==> config.mk <==
export PLATFORM = sky130hd
export DESIGN_NAME = sample_history_buffer
export DESIGN_NICKNAME = d
export VERILOG_FILES = /design/src/rtl/sample_history_buffer_pkg.sv /design/src/rtl/sample_history_buffer_ram.sv /design/src/rtl/sample_history_buffer.sv
export SDC_FILE = /design/constraint.sdc
export NUM_CORES = 2
export LEC_CHECK = 0
export BUFFER_PORTS_ARGS = -buffer_cell sky130_fd_sc_hd__buf_2
export CORE_UTILIZATION = 60
export CTS_CLUSTER_DIAMETER = 150
export DETAILED_ROUTE_END_ITERATION = 8
export HOLD_SLACK_MARGIN = 0.02
export PLACE_DENSITY = 0.76
export SETUP_SLACK_MARGIN = 0.5
export SLEW_MARGIN = 20
export SYNTH_ARGS = -nofsm -noshare
export SYNTH_HDL_FRONTEND = slang
export SYNTH_HIERARCHICAL = 1
export SYNTH_SLANG_ARGS = --single-unit
export TNS_END_PERCENT = 10
==> constraint.sdc <==
create_clock -name clk -period 4.86 [get_ports clk]
set_input_delay 0.486 -clock clk [delete_from_list [all_inputs] [get_ports clk]]
set_output_delay 0.486 -clock clk [all_outputs]
set_load 0.05 [all_outputs]
==> src/rtl/sample_history_buffer_pkg.sv <==
// Shared defaults, width helpers and circular tap addressing
// for the per-channel sample history buffer.
package sample_history_buffer_pkg;

  localparam int DEF_DATA_W   = 16;
  localparam int DEF_TAPS     = 64;
  localparam int DEF_CHANNELS = 2;

  typedef struct packed {
    logic valid;
    logic zero_a;
    logic zero_b;
  } rd_flags_t;

  function automatic int clog2(input int v);
    int r;
    r = 0;
    for (int i = 0; i < 31; i++)
      if ((1 << i) < v) r = i + 1;
    return r;
  endfunction

  function automatic int chan_w(input int ch);
    return (ch > 1) ? clog2(ch) : 1;
  endfunction

  // (wp - 1 - k) mod taps without a divider; k outside the
  // history is folded to 0 since such reads are masked anyway
  function automatic int tap_addr(
    input int wp,
    input int k,
    input int taps
  );
    int kk;
    kk = (k < taps) ? k : 0;
    return (wp > kk) ? (wp - 1 - kk) : (wp + taps - 1 - kk);
  endfunction

endpackage

==> src/rtl/sample_history_buffer_ram.sv <==
// Storage for all channel histories: one write port and
// two enabled, registered read ports; no reset.
module history_ram_1w2r
  import sample_history_buffer_pkg::*;
#(
  parameter int DATA_W = DEF_DATA_W,
  parameter int DEPTH  = DEF_TAPS * DEF_CHANNELS,
  parameter int AW     = clog2(DEPTH)
) (
  input  logic              clk,
  input  logic              we,
  input  logic [AW-1:0]     waddr,
  input  logic [DATA_W-1:0] wdata,
  input  logic              re_a,
  input  logic [AW-1:0]     raddr_a,
  output logic [DATA_W-1:0] q_a,
  input  logic              re_b,
  input  logic [AW-1:0]     raddr_b,
  output logic [DATA_W-1:0] q_b
);

  logic [DATA_W-1:0] mem [DEPTH];

  always_ff @(posedge clk) begin
    if (we) mem[waddr] <= wdata;
    if (re_a) q_a <= mem[raddr_a];
    if (re_b) q_b <= mem[raddr_b];
  end

endmodule

==> src/rtl/sample_history_buffer.sv <==
// Multi-channel sample history with zero-padded tap reads
// and an optional mirror-tap port for symmetric filters.
module sample_history_buffer
  import sample_history_buffer_pkg::*;
#(
  parameter int DATA_W    = DEF_DATA_W,
  parameter int TAPS      = DEF_TAPS,
  parameter int CHANNELS  = DEF_CHANNELS,
  parameter int SYMMETRIC = 0
) (
  input  logic                        clk,
  input  logic                        rst,
  input  logic                        s_valid,
  output logic                        s_ready,
  input  logic [DATA_W-1:0]           s_data,
  input  logic [chan_w(CHANNELS)-1:0] s_chan,
  input  logic                        flush,
  input  logic [chan_w(CHANNELS)-1:0] flush_chan,
  input  logic                        rd_req,
  input  logic [chan_w(CHANNELS)-1:0] rd_chan,
  input  logic [clog2(TAPS+1)-1:0]    rd_tap,
  output logic [DATA_W-1:0]           rd_data,
  output logic [DATA_W-1:0]           rd_data_b,
  output logic                        rd_data_valid,
  output logic [clog2(TAPS+1)-1:0]    fill_level
);

  localparam int CW    = chan_w(CHANNELS);
  localparam int AW    = clog2(TAPS + 1);
  localparam int TW    = clog2(TAPS);
  localparam int DEPTH = CHANNELS * TAPS;
  localparam int RAW   = clog2(DEPTH);

  logic [1:0]          rdy_sr;
  logic [TW-1:0]       wp   [CHANNELS];
  logic [AW-1:0]       fill [CHANNELS];
  logic                we;
  logic [CHANNELS-1:0] wr_hit;
  logic [CHANNELS-1:0] fl_hit;
  logic [TW-1:0]       cur_wp;
  logic [TW-1:0]       rd_wp;
  logic [AW-1:0]       rd_fill;
  logic [AW-1:0]       kb;
  logic                zero_a_d;
  logic                zero_b_d;
  logic [RAW-1:0]      waddr;
  logic [RAW-1:0]      raddr_a;
  logic [RAW-1:0]      raddr_b;
  logic [DATA_W-1:0]   q_a;
  logic [DATA_W-1:0]   q_b;
  rd_flags_t           flg_q;

  // ready rises only after a full clean cycle out of reset
  always_ff @(posedge clk or posedge rst) begin
    if (rst) rdy_sr <= '0;
    else     rdy_sr <= {rdy_sr[0], 1'b1};
  end

  assign s_ready = rdy_sr[1];
  assign we      = s_valid && s_ready;

  always_comb begin
    wr_hit  = '0;
    fl_hit  = '0;
    cur_wp  = '0;
    rd_wp   = '0;
    rd_fill = '0;
    for (int c = 0; c < CHANNELS; c++) begin
      wr_hit[c] = we && (s_chan == CW'(c));
      fl_hit[c] = flush && (flush_chan == CW'(c));
      if (s_chan == CW'(c)) cur_wp = wp[c];
      if (rd_chan == CW'(c)) begin
        rd_wp   = wp[c];
        rd_fill = fill[c];
      end
    end
  end

  assign fill_level = rd_fill;

  always_ff @(posedge clk or posedge rst) begin
    if (rst) begin
      for (int c = 0; c < CHANNELS; c++) begin
        wp[c]   <= '0;
        fill[c] <= '0;
      end
    end else begin
      for (int c = 0; c < CHANNELS; c++) begin
        if (wr_hit[c])
          wp[c] <= (wp[c] == TW'(TAPS - 1)) ? '0 : wp[c] + 1'b1;
        if (fl_hit[c])
          fill[c] <= wr_hit[c] ? AW'(1) : '0;
        else if (wr_hit[c] && fill[c] != AW'(TAPS))
          fill[c] <= fill[c] + 1'b1;
      end
    end
  end

  assign waddr = RAW'(int'(s_chan) * TAPS + int'(cur_wp));

  assign kb = AW'(TAPS - 1) - rd_tap;

  assign raddr_a = RAW'(int'(rd_chan) * TAPS +
    tap_addr(int'(rd_wp), int'(rd_tap), TAPS));

  assign raddr_b = RAW'(int'(rd_chan) * TAPS +
    tap_addr(int'(rd_wp), int'(kb), TAPS));

  // reads see the pre-write pointer and fill of this cycle
  assign zero_a_d = (rd_tap >= rd_fill);
  assign zero_b_d = (SYMMETRIC == 0) ||
                    (rd_tap >= AW'(TAPS)) ||
                    (kb >= rd_fill);

  history_ram_1w2r #(
    .DATA_W (DATA_W),
    .DEPTH  (DEPTH),
    .AW     (RAW)
  ) u_ram (
    .clk     (clk),
    .we      (|wr_hit),
    .waddr   (waddr),
    .wdata   (s_data),
    .re_a    (rd_req),
    .raddr_a (raddr_a),
    .q_a     (q_a),
    .re_b    (rd_req && (SYMMETRIC != 0)),
    .raddr_b (raddr_b),
    .q_b     (q_b)
  );

  always_ff @(posedge clk or posedge rst) begin
    if (rst) begin
      flg_q <= '{valid: 1'b0, zero_a: 1'b1, zero_b: 1'b1};
    end else begin
      flg_q.valid <= rd_req;
      if (rd_req) begin
        flg_q.zero_a <= zero_a_d;
        flg_q.zero_b <= zero_b_d;
      end
    end
  end

  assign rd_data       = flg_q.zero_a ? '0 : q_a;
  assign rd_data_b     = flg_q.zero_b ? '0 : q_b;
  assign rd_data_valid = flg_q.valid;

endmodule

==> impl_summary.log <==
[metrics] result of the run: finished with violations
[metrics] Mapped Area: 81200 um^2
[metrics] number of sinks on the clock net: 2094
[metrics] WL/cell: 37.7 um
[metrics] chip width: 370 um
[metrics] power density of the placed cells: 727 nW/um^2
[metrics] non-filler instance count after layout: 5698
[metrics] Worst VDD drop: 0.912 mV
[metrics] Area Overhead vs Synth: 14.4%
[metrics] critical path capture point type: flip-flop
[metrics] Worst Reg-to-Reg Cells: 15
[metrics] number of nets with antenna violations after detailed routing: 0
[metrics] # rows: 134
[metrics] highest attainable clock frequency: 226 MHz
[metrics] maximum count of clock buffers along a single path: 3
[metrics] static leakage: 29.7 nW
[metrics] final setup fails: 0
[metrics] Slew headroom: 19.1%
[metrics] clock buffers created by TritonCTS: 198
[metrics] area of all placed cells without fillers: 92900 um^2
[metrics] critical path fanouts, max: 13
[metrics] cell at the root of the clock tree: sky130_fd_sc_hd__clkbuf_16
[metrics] net count reported at finish: 3828
[metrics] Avg Vias per Cell: 7.02
[metrics] Core Box Area: 134000 um^2
[metrics] placed wire-length estimate: 118 mm
[metrics] antenna fix cells: 0
[metrics] maximum clock skew at final layout: 0.0375 ns
[metrics] placed instance area: 85700 um^2
[metrics] detailed-route via count: 40.0k
[metrics] antenna violations before repair: 12
[metrics] Period Utilization, post-route: 90.9%
[metrics] class of the tightest hold or removal check: primary input to flip-flop
[metrics] clock period minus worst slack: 4.42 ns
[metrics] final setup TNS: 0 ns
[metrics] wire length reported by the detailed router: 215 mm
[metrics] Mean Syn Cell Area: 24.0 um^2
[metrics] clock-pin slew on the worst setup and hold paths: 0.06 ns
[metrics] Gate Count Post-Synth: 3378
[metrics] global placement routability congestion: 0.871
[metrics] clock latency on the worst-skew pair: 0.83 ns
[metrics] number of global-route vias before repair: 40.7k
[metrics] global routing usage summed across all routing layers: 31.8%
[metrics] initial standard-cell utilization of the core: 60.6%
[metrics] smallest hold slack: 0.135 ns
[metrics] failing checks: DRC
[metrics] Chip Height: 370 um
[metrics] kind of critical path: flip-flop to flip-flop
[metrics] final-layout fill cell count: 7431
[metrics] highest-delay cell along the critical path: sky130_fd_sc_hd__mux4_2
[metrics] Yosys Warn Count: 6
[metrics] MaxCap Viol Count: 0
[metrics] max-slew violation count: 0
[metrics] Critical Path RT: 5.43 ns
[metrics] layout cells sized above 1: 34.9%
[metrics] die footprint: 137000 um^2
[metrics] Worst Tran Pin Value: 1.21 ns
[metrics] IO Count: 72
[metrics] first-pass GRT wire length: 301 mm
[metrics] global route total overflow: 0
[metrics] DRC violation count after routing: 13
[metrics] final hold vios: 0
[metrics] length of the first detailed-routing pass in iterations: 8
[metrics] CTS tree: done
[metrics] Largest stage delay, worst path: 0.61 ns
[metrics] Startpoint Class: flip-flop
[metrics] chain of cells forming the critical path: mux2i_2, buf_4, inv_2, ha_4, inv_2, fa_4, xor2_4, buf_6, buf_12, buf_16, buf_4, mux4_2, mux4_2, mux4_2, mux2_2
[metrics] IO Port Bufs: 55
[metrics] setup repair after global routing missed its margin: yes
[metrics] Iteration-0 DRC Markers: 6601
[metrics] H-tree depth: 4
[metrics] number of cells on the worst hold path: 4
[metrics] cell count after placement: 5292
[metrics] Most Frequent Cell on Critical Path: sky130_fd_sc_hd__mux4_2
[metrics] critical path arrival: 4.99 ns
[metrics] maximum number of pins on one net before global-route repair: 89
-- final cells by class --
| class | instances | area (um^2) | share of cell area [%] |
|---|---|---|---|
| tap | 1768 | 2210 | 2.38 |
| multi-input combinational | 1088 | 17800 | 19.2 |
| timing repair buffer | 368 | 3600 | 3.88 |
| inverter | 20 | 75.1 | 0.0808 |
| clock inverter | 113 | 1220 | 1.31 |
| clock buffer | 247 | 5270 | 5.67 |
| sequential | 2094 | 62700 | 67.5 |
-- final timing paths --
kind	endpoint	slack [ns]	from
min reg2reg	rdy_sr[1]$_DFF_PP0_	0.35	rdy_sr[0]$_DFF_PP0_
min in group asynchronous	wp[4]$_DFFE_PP0P_	0.31	rst
max	u_ram/q_a[8]$_DFFE_PP_	0.44	wp[6]$_DFFE_PP0P_
min	flg_q[1]$_DFFE_PP1P_	0.13	rd_tap[6]
max in group asynchronous	wp[0]$_DFFE_PP0P_	4.11	rst
max reg2reg	u_ram/q_a[8]$_DFFE_PP_	0.44	wp[6]$_DFFE_PP0P_
-- worst max-delay path, delay by kind of cell (launching register included) --
kind	cells	cell delay, ns
flip-flops	1	0.39
adder cells (fa/ha/maj)	2	0.67
XOR/XNOR	1	0.22
multiplexers	5	1.93
buffers and inverters	7	0.92
-- report_power, final --
group / internal (mW) / switching, mW / leakage [nW]
Clock: 8.91 / 6.69 / 3.15
Combinational: 14.7 / 16.8 / 7.61
Sequential: 20.3 / 0.164 / 19.0
Total: 43.9 / 23.6 / 29.7
-- layout by cell type (no fill, tap or decap), drive strengths merged, types with 2 or more instances in the layout --
cell,instances
a21oi,13
o21ai,12
o21bai,3
mux2,24
nand3,16
conb,17
dlygate4sd3,2
nand2,39
nand2b,8
nand4,10
o31ai,2
or3,3
bufinv,23
nor3,14
mux2i,11
a31oi,2
o21a,4
nor2,139
a21o,6
inv,28
ha,26
clkinvlp,9
xor2,11
xnor2,12
mux4,672
edfxtp,2064
clkbuf,252
clkinv,73
nand3b,2
dfrtp,29
and2,2
and3,7
nor2b,26
nor4,2
buf,361
-- per-layer routing --
| layer | wire [um] | global-route usage (%) | part of all wire [%] | up-vias |
|---|---|---|---|---|
| met4 | 8290 | 12.9 | 3.9 | 2 |
| met5 | 12 | 0 | 0.0056 | - |
| li1 | - | - | - | 15222 |
| met3 | 27100 | 7.93 | 13 | 462 |
| met1 | 73900 | 43.3 | 34 | 21099 |
| met2 | 105000 | 50.1 | 49 | 3207 |
-- repair_timing --
action | 4_1_cts | 5_1_grt
setup endpoints to repair | 16 | 16
hold endpoints to repair | 30 | 0
setup buffers | 13 | 22
pin swaps | 3 | 1
resized for setup | 15 | 26
gates cloned | 3 | 5
hold buffers | 2 | 0
-- registers in the layout, indices dropped and copies added (netlist names) --
| register | count |
|---|---|
| u_ram/mem | 2048 |
| u_ram/q_a | 16 |
| fill | 14 |
| wp | 12 |
| rdy_sr | 2 |
| flg_q | 1 |
| rd_data_valid | 1 |
-- stage by stage --
stage | utilization [%] | setup slack (ns) | power (mW)
finish | 69.3 | 0.442 | 67.5
detailed placement | 64.0 | 0.0376 | 49.0
global route | 69.3 | 0.379 | 68.7
global placement | 64.0 | 0.0205 | 48.6
floorplan | - | 0.547 | 37.3
CTS | 69.0 | 0.474 | 65.7
Power figures use the tool's default switching activity.
